## src/rtl/prop_monitor_if.sv

```systemverilog
`default_nettype none
// ============================================================================
//  Module   : prop_monitor_if
//  Brief    : Sample and failure-report bundle between an observed FSM and
//             its property monitor.
//  Revision : 1.0 - initial release
// ============================================================================
interface prop_monitor_if #(
    parameter int SW = 3,
    parameter int DW = 8
);
    logic          en;
    logic          bad;
    logic [SW-1:0] state_in;
    logic          rpt_ready;
    logic          rpt_valid;
    logic [1:0]    rpt_kind;
    logic [DW-1:0] rpt_depth;
    logic [SW-1:0] rpt_state;
    logic          fail_sticky;
    logic [DW-1:0] depth;

    modport master (
        output en,
        output bad,
        output state_in,
        output rpt_ready,
        input  rpt_valid,
        input  rpt_kind,
        input  rpt_depth,
        input  rpt_state,
        input  fail_sticky,
        input  depth
    );

    modport slave (
        input  en,
        input  bad,
        input  state_in,
        input  rpt_ready,
        output rpt_valid,
        output rpt_kind,
        output rpt_depth,
        output rpt_state,
        output fail_sticky,
        output depth
    );
endinterface
`default_nettype wire

```

## src/rtl/prop_monitor.sv

```systemverilog
`default_nettype none
// ============================================================================
//  Module   : prop_monitor
//  Brief    : Safety and bounded-liveness checker; reports the first
//             violation over a valid/ready port and then stays failed.
//  Revision : 1.0 - initial release
// ============================================================================
module prop_monitor #(
    parameter int SW    = 3,
    parameter int HOME  = 0,
    parameter int BOUND = 3,
    parameter int DW    = 8
) (
    input  logic          clk,
    input  logic          reset,
    prop_monitor_if.slave mon
);

    localparam int              RW          = $clog2(BOUND + 1);
    localparam logic [RW:0]     c_bound     = (RW + 1)'(BOUND);
    localparam logic [SW-1:0]   c_home      = SW'(HOME);
    localparam logic [DW-1:0]   c_depth_max = '1;

    typedef enum logic [1:0] {
        S_MON  = 2'd0,
        S_HOLD = 2'd1,
        S_DONE = 2'd2
    } state_t;

    state_t        state_q, state_d;
    logic [RW-1:0] run_q, run_d;
    logic [DW-1:0] depth_q, depth_d;
    logic          rpt_valid_q, rpt_valid_d;
    logic [1:0]    rpt_kind_q, rpt_kind_d;
    logic [DW-1:0] rpt_depth_q, rpt_depth_d;
    logic [SW-1:0] rpt_state_q, rpt_state_d;
    logic          fail_sticky_q, fail_sticky_d;

    logic          w_is_home;
    logic [RW:0]   w_run_inc;
    logic          w_safe_fail;
    logic          w_live_fail;
    logic [DW-1:0] w_depth_inc;

    assign w_is_home   = (mon.state_in == c_home);
    assign w_run_inc   = {1'b0, run_q} + (RW + 1)'(1);
    assign w_safe_fail = mon.bad;
    assign w_live_fail = !w_is_home && (w_run_inc == c_bound);
    assign w_depth_inc = (depth_q == c_depth_max) ? depth_q : depth_q + DW'(1);

    always_comb begin
        state_d       = state_q;
        run_d         = run_q;
        depth_d       = depth_q;
        rpt_valid_d   = rpt_valid_q;
        rpt_kind_d    = rpt_kind_q;
        rpt_depth_d   = rpt_depth_q;
        rpt_state_d   = rpt_state_q;
        fail_sticky_d = fail_sticky_q;

        case (state_q)
            S_MON: begin
                if (mon.en) begin
                    depth_d = w_depth_inc;
                    if (w_safe_fail || w_live_fail) begin
                        // The record carries the index of this sample, not the bumped count.
                        rpt_kind_d    = {w_live_fail, w_safe_fail};
                        rpt_depth_d   = depth_q;
                        rpt_state_d   = mon.state_in;
                        rpt_valid_d   = 1'b1;
                        fail_sticky_d = 1'b1;
                        state_d       = S_HOLD;
                    end else begin
                        // Truncation is safe: reaching BOUND always takes the failure path.
                        run_d = w_is_home ? '0 : w_run_inc[RW-1:0];
                    end
                end
            end
            S_HOLD: begin
                if (rpt_valid_q && mon.rpt_ready) begin
                    rpt_valid_d = 1'b0;
                    state_d     = S_DONE;
                end
            end
            S_DONE: begin
                state_d = S_DONE;
            end
            default: begin
                state_d = S_MON;
            end
        endcase
    end

    always_ff @(posedge clk) begin
        if (reset) begin
            state_q       <= S_MON;
            run_q         <= '0;
            depth_q       <= '0;
            rpt_valid_q   <= 1'b0;
            rpt_kind_q    <= '0;
            rpt_depth_q   <= '0;
            rpt_state_q   <= '0;
            fail_sticky_q <= 1'b0;
        end else begin
            state_q       <= state_d;
            run_q         <= run_d;
            depth_q       <= depth_d;
            rpt_valid_q   <= rpt_valid_d;
            rpt_kind_q    <= rpt_kind_d;
            rpt_depth_q   <= rpt_depth_d;
            rpt_state_q   <= rpt_state_d;
            fail_sticky_q <= fail_sticky_d;
        end
    end

    assign mon.rpt_valid   = rpt_valid_q;
    assign mon.rpt_kind    = rpt_kind_q;
    assign mon.rpt_depth   = rpt_depth_q;
    assign mon.rpt_state   = rpt_state_q;
    assign mon.fail_sticky = fail_sticky_q;
    assign mon.depth       = depth_q;

endmodule
`default_nettype wire

```

## src/flat_wrapper.sv

```systemverilog
// flat-port wrapper written by rule: the top's interface ports become plain ports
module prop_monitor_flat 
#(
    parameter int SW    = 3,
    parameter int HOME  = 0,
    parameter int BOUND = 3,
    parameter int DW    = 8
)
  (clk, reset, mon_en, mon_bad, mon_state_in, mon_rpt_ready, mon_rpt_valid, mon_rpt_kind, mon_rpt_depth, mon_rpt_state, mon_fail_sticky, mon_depth);
  prop_monitor_if #(.SW(SW), .DW(DW)) mon_i ();
  input  logic clk;
  input  logic reset;
  input wire logic [$bits(mon_i.en)-1:0] mon_en;
  input wire logic [$bits(mon_i.bad)-1:0] mon_bad;
  input wire logic [$bits(mon_i.state_in)-1:0] mon_state_in;
  input wire logic [$bits(mon_i.rpt_ready)-1:0] mon_rpt_ready;
  output wire logic [$bits(mon_i.rpt_valid)-1:0] mon_rpt_valid;
  output wire logic [$bits(mon_i.rpt_kind)-1:0] mon_rpt_kind;
  output wire logic [$bits(mon_i.rpt_depth)-1:0] mon_rpt_depth;
  output wire logic [$bits(mon_i.rpt_state)-1:0] mon_rpt_state;
  output wire logic [$bits(mon_i.fail_sticky)-1:0] mon_fail_sticky;
  output wire logic [$bits(mon_i.depth)-1:0] mon_depth;
  assign mon_i.en = mon_en;
  assign mon_i.bad = mon_bad;
  assign mon_i.state_in = mon_state_in;
  assign mon_i.rpt_ready = mon_rpt_ready;
  assign mon_rpt_valid = mon_i.rpt_valid;
  assign mon_rpt_kind = mon_i.rpt_kind;
  assign mon_rpt_depth = mon_i.rpt_depth;
  assign mon_rpt_state = mon_i.rpt_state;
  assign mon_fail_sticky = mon_i.fail_sticky;
  assign mon_depth = mon_i.depth;
  prop_monitor #(.SW(SW), .HOME(HOME), .BOUND(BOUND), .DW(DW)) u_core (.clk(clk), .reset(reset), .mon(mon_i));
endmodule
```

## config.mk

```make
export PLATFORM = sky130hd
export DESIGN_NAME = prop_monitor_flat
export DESIGN_NICKNAME = d
export VERILOG_FILES = /design/src/rtl/prop_monitor_if.sv /design/src/rtl/prop_monitor.sv /design/src/flat_wrapper.sv
export SDC_FILE = /design/constraint.sdc
export NUM_CORES = 1
export LEC_CHECK = 0
export CORE_ASPECT_RATIO = 1.5
export CORE_MARGIN = 5
export CORE_UTILIZATION = 51
export CTS_CLUSTER_DIAMETER = 150
export CTS_CLUSTER_SIZE = 28
export DETAILED_ROUTE_END_ITERATION = 8
export GPL_TIMING_DRIVEN = 0
export HOLD_SLACK_MARGIN = 0.1
export PLACE_DENSITY_LB_ADDON = 0.2
export SLEW_MARGIN = 30
export SYNTH_ARGS = -nofsm -noshare
export SYNTH_HDL_FRONTEND = slang
export SYNTH_SLANG_ARGS = --single-unit
export TNS_END_PERCENT = 1
```

## constraint.sdc

```tcl
create_clock -name clk -period 3.55 [get_ports clk]
set_clock_uncertainty 0.15 [all_clocks]
set_input_delay 0.8875 -clock clk [delete_from_list [all_inputs] [get_ports clk]]
set_output_delay 0.8875 -clock clk [all_outputs]
set_load 0.02 [all_outputs]
```

==> results of run 1 <==
## final timing paths
kind / endpoint / slack, ns / depth (start not counted)
max: mon_depth[6] / 1.04 / 1
min: u_core.mon.rpt_kind[1]$_SDFFE_PP0P_ / 0.31 / 2
max reg2reg: u_core.mon.depth[7]$_SDFFE_PP0P_ / 1.78 / 6
min reg2reg: u_core.mon.rpt_kind[1]$_SDFFE_PP0P_ / 0.31 / 2
## through the flow
stage / worst slack (ns) / instances / util, % / total power, mW
6_report: 1.04 / 186 / 68.9 / 0.579
5_1_grt: 0.965 / 186 / 68.9 / 0.607
4_1_cts: 1.03 / 186 / 68.9 / 0.584
3_5_place_dp: 0.893 / 182 / 67.7 / 0.452
3_3_place_gp: 0.919 / 182 / 67.7 / 0.447
2_1_floorplan: 1.49 / 130 / - / 0.408
## power breakdown
group	internal (mW)	total (mW)	switching (mW)
clock	0.0424	0.134	0.0915
sequential	0.317	0.329	0.0112
combinational	0.0552	0.116	0.0613
total	0.415	0.579	0.164
## layout make-up
class                      instances  share of cell area [%]
multi-input combinational         93                    38.3
sequential                        27                    35.1
timing repair buffer              29                    18.9
buffer                             4                    2.60
tap                               23                    1.87
clock buffer                       3                    1.46
inverter                           6                    1.46
clock inverter                     1                   0.325
## sequential cells by signal, indices dropped and copies added, names as in the netlist
register,count
u_core.run_q,2
u_core.state_q,2
u_core.mon.rpt_valid,1
u_core.mon.fail_sticky,1
u_core.mon.rpt_depth,8
u_core.mon.rpt_state,3
u_core.mon.rpt_kind,2
u_core.mon.depth,8
## Yosys cell counts
cell / n
a21boi_0: 1
a21o_1: 1
a21oi_1: 8
a311oi_1: 1
a31oi_1: 3
a32oi_1: 2
and2_1: 1
and3_1: 1
and4_1: 1
buf_12: 1
buf_4: 1
clkbuf_1: 1
dfxtp_1: 27
dlygate4sd1_1: 1
ha_1: 4
inv_1: 6
mux2_2: 1
mux2i_1: 12
nand2_1: 9
nand3_1: 3
nand4_1: 3
nor2_1: 24
nor2b_1: 1
nor3_1: 3
nor4_1: 1
o211ai_1: 2
o21ai_0: 3
o21ai_4: 1
o21bai_1: 2
o31a_1: 1
or3_1: 1
or3_2: 1
xnor2_1: 1
xor2_1: 1
## layout by cell type (no fill, tap or decap), types with 2 or more instances in the layout
| cell type | synthesis | final |
|---|---|---|
| inv_1 | 6 | 6 |
| o21ai_0 | 3 | 3 |
| nand3_1 | 3 | 3 |
| dfxtp_1 | 27 | 27 |
| ha_1 | 4 | 4 |
| a21oi_1 | 8 | 8 |
| a32oi_1 | 2 | 2 |
| o211ai_1 | 2 | 2 |
| o21bai_1 | 2 | 2 |
| mux2i_1 | 12 | 12 |
| clkdlybuf4s50_1 | 0 | 29 |
| nor2_1 | 24 | 24 |
| nand4_1 | 3 | 3 |
| nor3_1 | 3 | 3 |
| clkbuf_4 | 0 | 3 |
| a31oi_1 | 3 | 3 |
| nand2_1 | 9 | 9 |
## kinds of logic after synthesis
family / synth area share [%]
buffers and inverters: 5.25
muxes: 11.0
and+or+nand+nor: 18.5
adders and majority gates: 4.20
AOI/OAI and AO/OA: 14.3
DFF: 45.3
xor gates and xnor gates: 1.47
## per-layer routing
layer	part of all wire [%]	vias to the layer above	routed length, um
met4	1.8	0	47
met5	0	-	0
met3	4.7	5	121
li1	-	529	-
met1	41	486	1080
met2	52	23	1350
==> results.md, run 1 <==
- Status: finished, final reports clean
- Die height: between 60 and 70 um
- Clk sink count: 27
- RSZ-0062 raised after global routing: no
- Pin count of the biggest net entering global routing: 16
- Fin area: between 1500 and 2000 um2
- Post-cts gate resize count: 0
- Power Dens Cells: between 300 and 400 nW/um2
- Total congestion overflow: 0
- H-tree depth: 1
- Vias: between 1000 and 1500
- Critical path capture point type: primary output
- Core area: between 2000 and 2500 um2
- Critical path startpoint: u_core.mon.depth[6]$_SDFFE_PP0P_
- Part of the cycle the worst path needs: 70.8%
- CP peak stage delay: 0.66 ns
- Filler cells: 184
- Vias in the first global route: 983
- Crit path kind: flip-flop to primary output
- Via-per-instance ratio: about 5.6
- Mapped Cells: 130
- Top cell type's share of synthesized area: a little under half
- Max_slew headroom: between 70 and 80%
- Slowest cell on the critical path: clkdlybuf4s50_1
- Area growth from synthesis to layout: 29.1%
- Fin crit period: roughly 2.5 ns
- Top cells by area, synth: dfxtp_1 45%, mux2i_1 10%, nor2_1 7.6%
- Post-synthesis sequential area ratio: a little under half
- Area of the multi-input gates: 589 um2
- CP Max Fanout: 6
- Worst-Margin Slew: between 0.4 and 0.5 ns
- Fin. Hold Viols: 0
- Crit-path leading delay family: buffers and inverters
- Leak: 0.630 nW
- GPL Wtd Cong: roughly 0.81
- Critical path data required time: 2.51 ns
- Register area: approximately 540 um2
- FF-to-FF Start: u_core.state_q[1]$_SDFFE_PP0P_
- Flops & latches, synth: 27
- Layout cell share with drive strength beyond 1: ~5.5%
- Area leader, netlist: dfxtp_1
- Final Max Slew Viols: 0
- Nets@finish: 176
- First-pass GRT wire length: between 4000 and 5000 um
- Root Buffer: clkbuf_4
- Antenna violations before repair: 0
- DRC Markers: 0
- Global-route met2 utilization: ~27%
- CP startpoint kind: flip-flop
- HP Start: u_core.mon.rpt_kind[1]$_SDFFE_PP0P_
- IO buf count: 29
- Antenna-violating nets left: 0
- Gr busiest metal: met2
- Clock Path Buffers: 2
- WP data arrival: between 1 and 1.5 ns
- CTS tree: done
- Wire per inst: around 14 um
- Worst skew pair latency: 0.34 ns
- Post-Route WL: 2600 um
- Peak Freq: around 0.40 GHz
- HP Class: flip-flop to flip-flop
- Post-CTS Setup Bufs: 0
- Total global-route track usage: ~16%
- Syn Area/Cell: ~9.2 um2
- Max_cap viols: 0
- Met3 Use GR: 3.44%
- Post-Syn Area: approximately 1200 um2
- CTS Buf Count: 3
- Antenna Cells: 0
- Die area: around 3400 um2
- Grt met1 use: between 10% and 20%
- Placement row count: 21
- Synth cell types: 34
- Mapped Nets: 142
- DIE WIDTH: just under 50 um
- Worst path bufs/invs: 1
- Max VDD drop: around 0.00032 V
- Final setup fails: 0
- Post-placement cell area: 1510 um2
- Yosys warns: 0
- Violation count after the first detailed-route iteration: 25
- Setup Total Neg Slack: 0 ns
- HPWL after detailed placement: 1990 um
- Hold-fix buffer count after cts: 0
- I/O pin count: 31
- Starting Density: a little over half
- Clock-pin slew on the worst setup and hold paths: approximately 0.15 ns
- First-pass DRT Iterations: 4
- Cells along the critical path: clkdlybuf4s50_1
- Hold WS: 0.311 ns
(Power assumes the default switching activity.)
==> run 2: changes to the inputs <==
--- a/config.mk
+++ b/config.mk
@@ -7,7 +7,7 @@
 export LEC_CHECK = 0
 export CORE_ASPECT_RATIO = 1.5
 export CORE_MARGIN = 5
-export CORE_UTILIZATION = 51
+export CORE_UTILIZATION = 42
 export CTS_CLUSTER_DIAMETER = 150
 export CTS_CLUSTER_SIZE = 28
 export DETAILED_ROUTE_END_ITERATION = 8
==> constraint.sdc (replaced) <==
create_clock -name clk -period 2.3 [get_ports clk]
set_clock_uncertainty 0.15 [all_clocks]
set_input_delay 0.575 -clock clk [delete_from_list [all_inputs] [get_ports clk]]
set_output_delay 0.575 -clock clk [all_outputs]
set_load 0.02 [all_outputs]
==> run 2 against run 1 <==
  * Non-clock buffer count stayed put
  * Sequential power is 54% higher
  * Sequential share of layout area is 0.86 points lower
  * Die area is 18% higher
  * Total power is 65% higher
  * First-iteration DRC count is 36% lower
  * Highest routed layer unchanged
==> results.md, run 2 (synthesis results as in run 1) <==
- Leak: around 0.63 nW
- Switching part of the total: 26.9%
- Commonest non-fill, non-tap cell in the layout: clkdlybuf4s50_1
- Fin crit period: 2.11 ns
- Critical path capture point type: primary output
- Leading cell types in the layout, fill and taps excluded: 29 x clkdlybuf4s50_1, 27 x dfxtp_1, 24 x nor2_1
- Crit path kind: flip-flop to primary output
- Switch Pwr: about 0.26 mW
- I/O pin count: 31
- Crit-path leading delay family: buffers and inverters
- Wire per inst: around 13 um
- Pin count of the biggest net entering global routing: 17
- Vias: between 1000 and 1500
- Max VDD drop: 0.000479 V
- Clock Power Share: roughly 28%
- Placement row count: 23
- Clock-pin slew on the worst setup and hold paths: about 0.09 ns
- Clock Path Buffers: 2
- Final setup fails: 0
- DIE WIDTH: 53.5 um
- Worst skew pair latency: roughly 0.27 ns
- Die area: 4030 um2
- Antenna Cells: 0
- Max_slew headroom: between 70% and 80%
- Flop pwr share: a little over half
- Non-filler cells, final: 200
- CTS tree: done
- Core area: about 2700 um2
- Root Buffer: clkbuf_8
- CP Max Fanout: 7
- Area growth from synthesis to layout: 32.3%
- Placed cells: 196
- Worst path bufs/invs: 1
- Layout cell share with drive strength beyond 1: under 10%
- Power Dens Cells: ~600 nW/um2
- Cells along the critical path: clkdlybuf4s50_1
- Via-per-instance ratio: ~5.1
- Nets@finish: 176
- H-tree depth: 1
- Total global-route track usage: between 10% and 20%
- Post-CTS Setup Bufs: 0
- Hold WS: between 0.3 and 0.4 ns
- First-pass DRT Iterations: 4
- Int Pwr: approximately 0.70 mW
- CP peak stage delay: between 0.6 and 0.7 ns
- DRC Markers: 0
- First-pass GRT wire length: around 4200 um
- Die height: around 75 um
- Max_cap viols: 0
- Filler cells: ~270
- HPWL after detailed placement: about 2000 um
- CTS Buf Count: 3
- Setup Total Neg Slack: 0 ns
- RSZ-0062 raised after global routing: no
- CP startpoint kind: flip-flop
- Antenna violations before repair: 0
- Fin. Hold Viols: 0
- Gate power share: around a fifth
- GPL Wtd Cong: around 0.78
- Part of the cycle the worst path needs: about 92%
- Final Max Slew Viols: 0
- Antenna-violating nets left: 0
- WP data arrival: 1.38 ns
- Peak Freq: 0.475 GHz
- Hold-fix buffer count after cts: 0
- Post-Route WL: around 2600 um
- Worst-Margin Slew: 0.417 ns
- Slowest cell on the critical path: clkdlybuf4s50_1
- Clk sink count: 27
- Vias in the first global route: 1002
- IO buf count: 29
- Starting Density: about 44%
- Violation count after the first detailed-route iteration: 16
- Total congestion overflow: 0
- Post-cts gate resize count: 0
- HP Class: flip-flop to flip-flop
- Status: finished, final reports clean
- Critical path data required time: about 1.6 ns
==> run 2: cell types whose count changed in the layout (fill, tap and decap cells not counted) <==
cell,delta
clkbuf_4,-3
clkbuf_8,+3
clkinv_2,-1
clkinvlp_4,+1
==> run 2: layout make-up <==
cell class                 instances  area [um2]  share of cell area [%]
inverter                           6        22.5                    1.43
sequential                        27         541                    34.3
multi-input combinational         93         589                    37.4
buffer                             4        40.0                    2.54
clock buffer                       3        41.3                    2.62
tap                               37        46.3                    2.93
clock inverter                     1        7.51                   0.476
timing repair buffer              29         290                    18.4
==> run 2: routing by layer <==
metal | track usage [%] | routed length, um
met5 | 0 | 0
met4 | 5.11 | 19
met3 | 3.37 | 114
met2 | 24.6 | 1330
met1 | 16.3 | 1100
==> run 2: final timing paths <==
check / from / to / slack, ns / cells after the start
worst max register to register: u_core.state_q[1]$_SDFFE_PP0P_ / u_core.mon.depth[7]$_SDFFE_PP0P_ / 0.52 / 6
worst min register to register: u_core.mon.fail_sticky$_SDFFE_PP0P_ / u_core.mon.fail_sticky$_SDFFE_PP0P_ / 0.31 / 2
worst min-delay path: u_core.mon.fail_sticky$_SDFFE_PP0P_ / u_core.mon.fail_sticky$_SDFFE_PP0P_ / 0.31 / 2
worst max-delay path: u_core.mon.depth[2]$_SDFFE_PP0P_ / mon_depth[2] / 0.19 / 1
==> run 2: metrics by stage <==
step | total power, mW | instance area [um2] | utilization, % | worst slack [ns]
finish | 0.953 | 1580 | 58.3 | 0.195
global route | 1.00 | 1580 | 58.3 | 0.122
floorplan | 0.629 | 1190 | - | 0.548
CTS | 0.964 | 1580 | 58.3 | 0.174
detailed placement | 0.698 | 1530 | 56.5 | -0.0698
global placement | 0.692 | 1530 | 56.5 | -0.0350
==> run 2: worst min-delay path, stage by stage, from the launching register on <==
cell and delay [ns]:
dfxtp_1 0.32, inv_1 0.05, a21oi_1 0.05
==> run 2: power by group through the flow <==
stage                     logic (mW)  registers [mW]  clock network (mW)
final                          0.177           0.507               0.269
after floorplan               0.0933           0.536                   0
after global routing           0.196           0.512               0.296
after detailed placement       0.179           0.519                   0
after global placement         0.175           0.517                   0
after CTS                      0.180           0.508               0.276
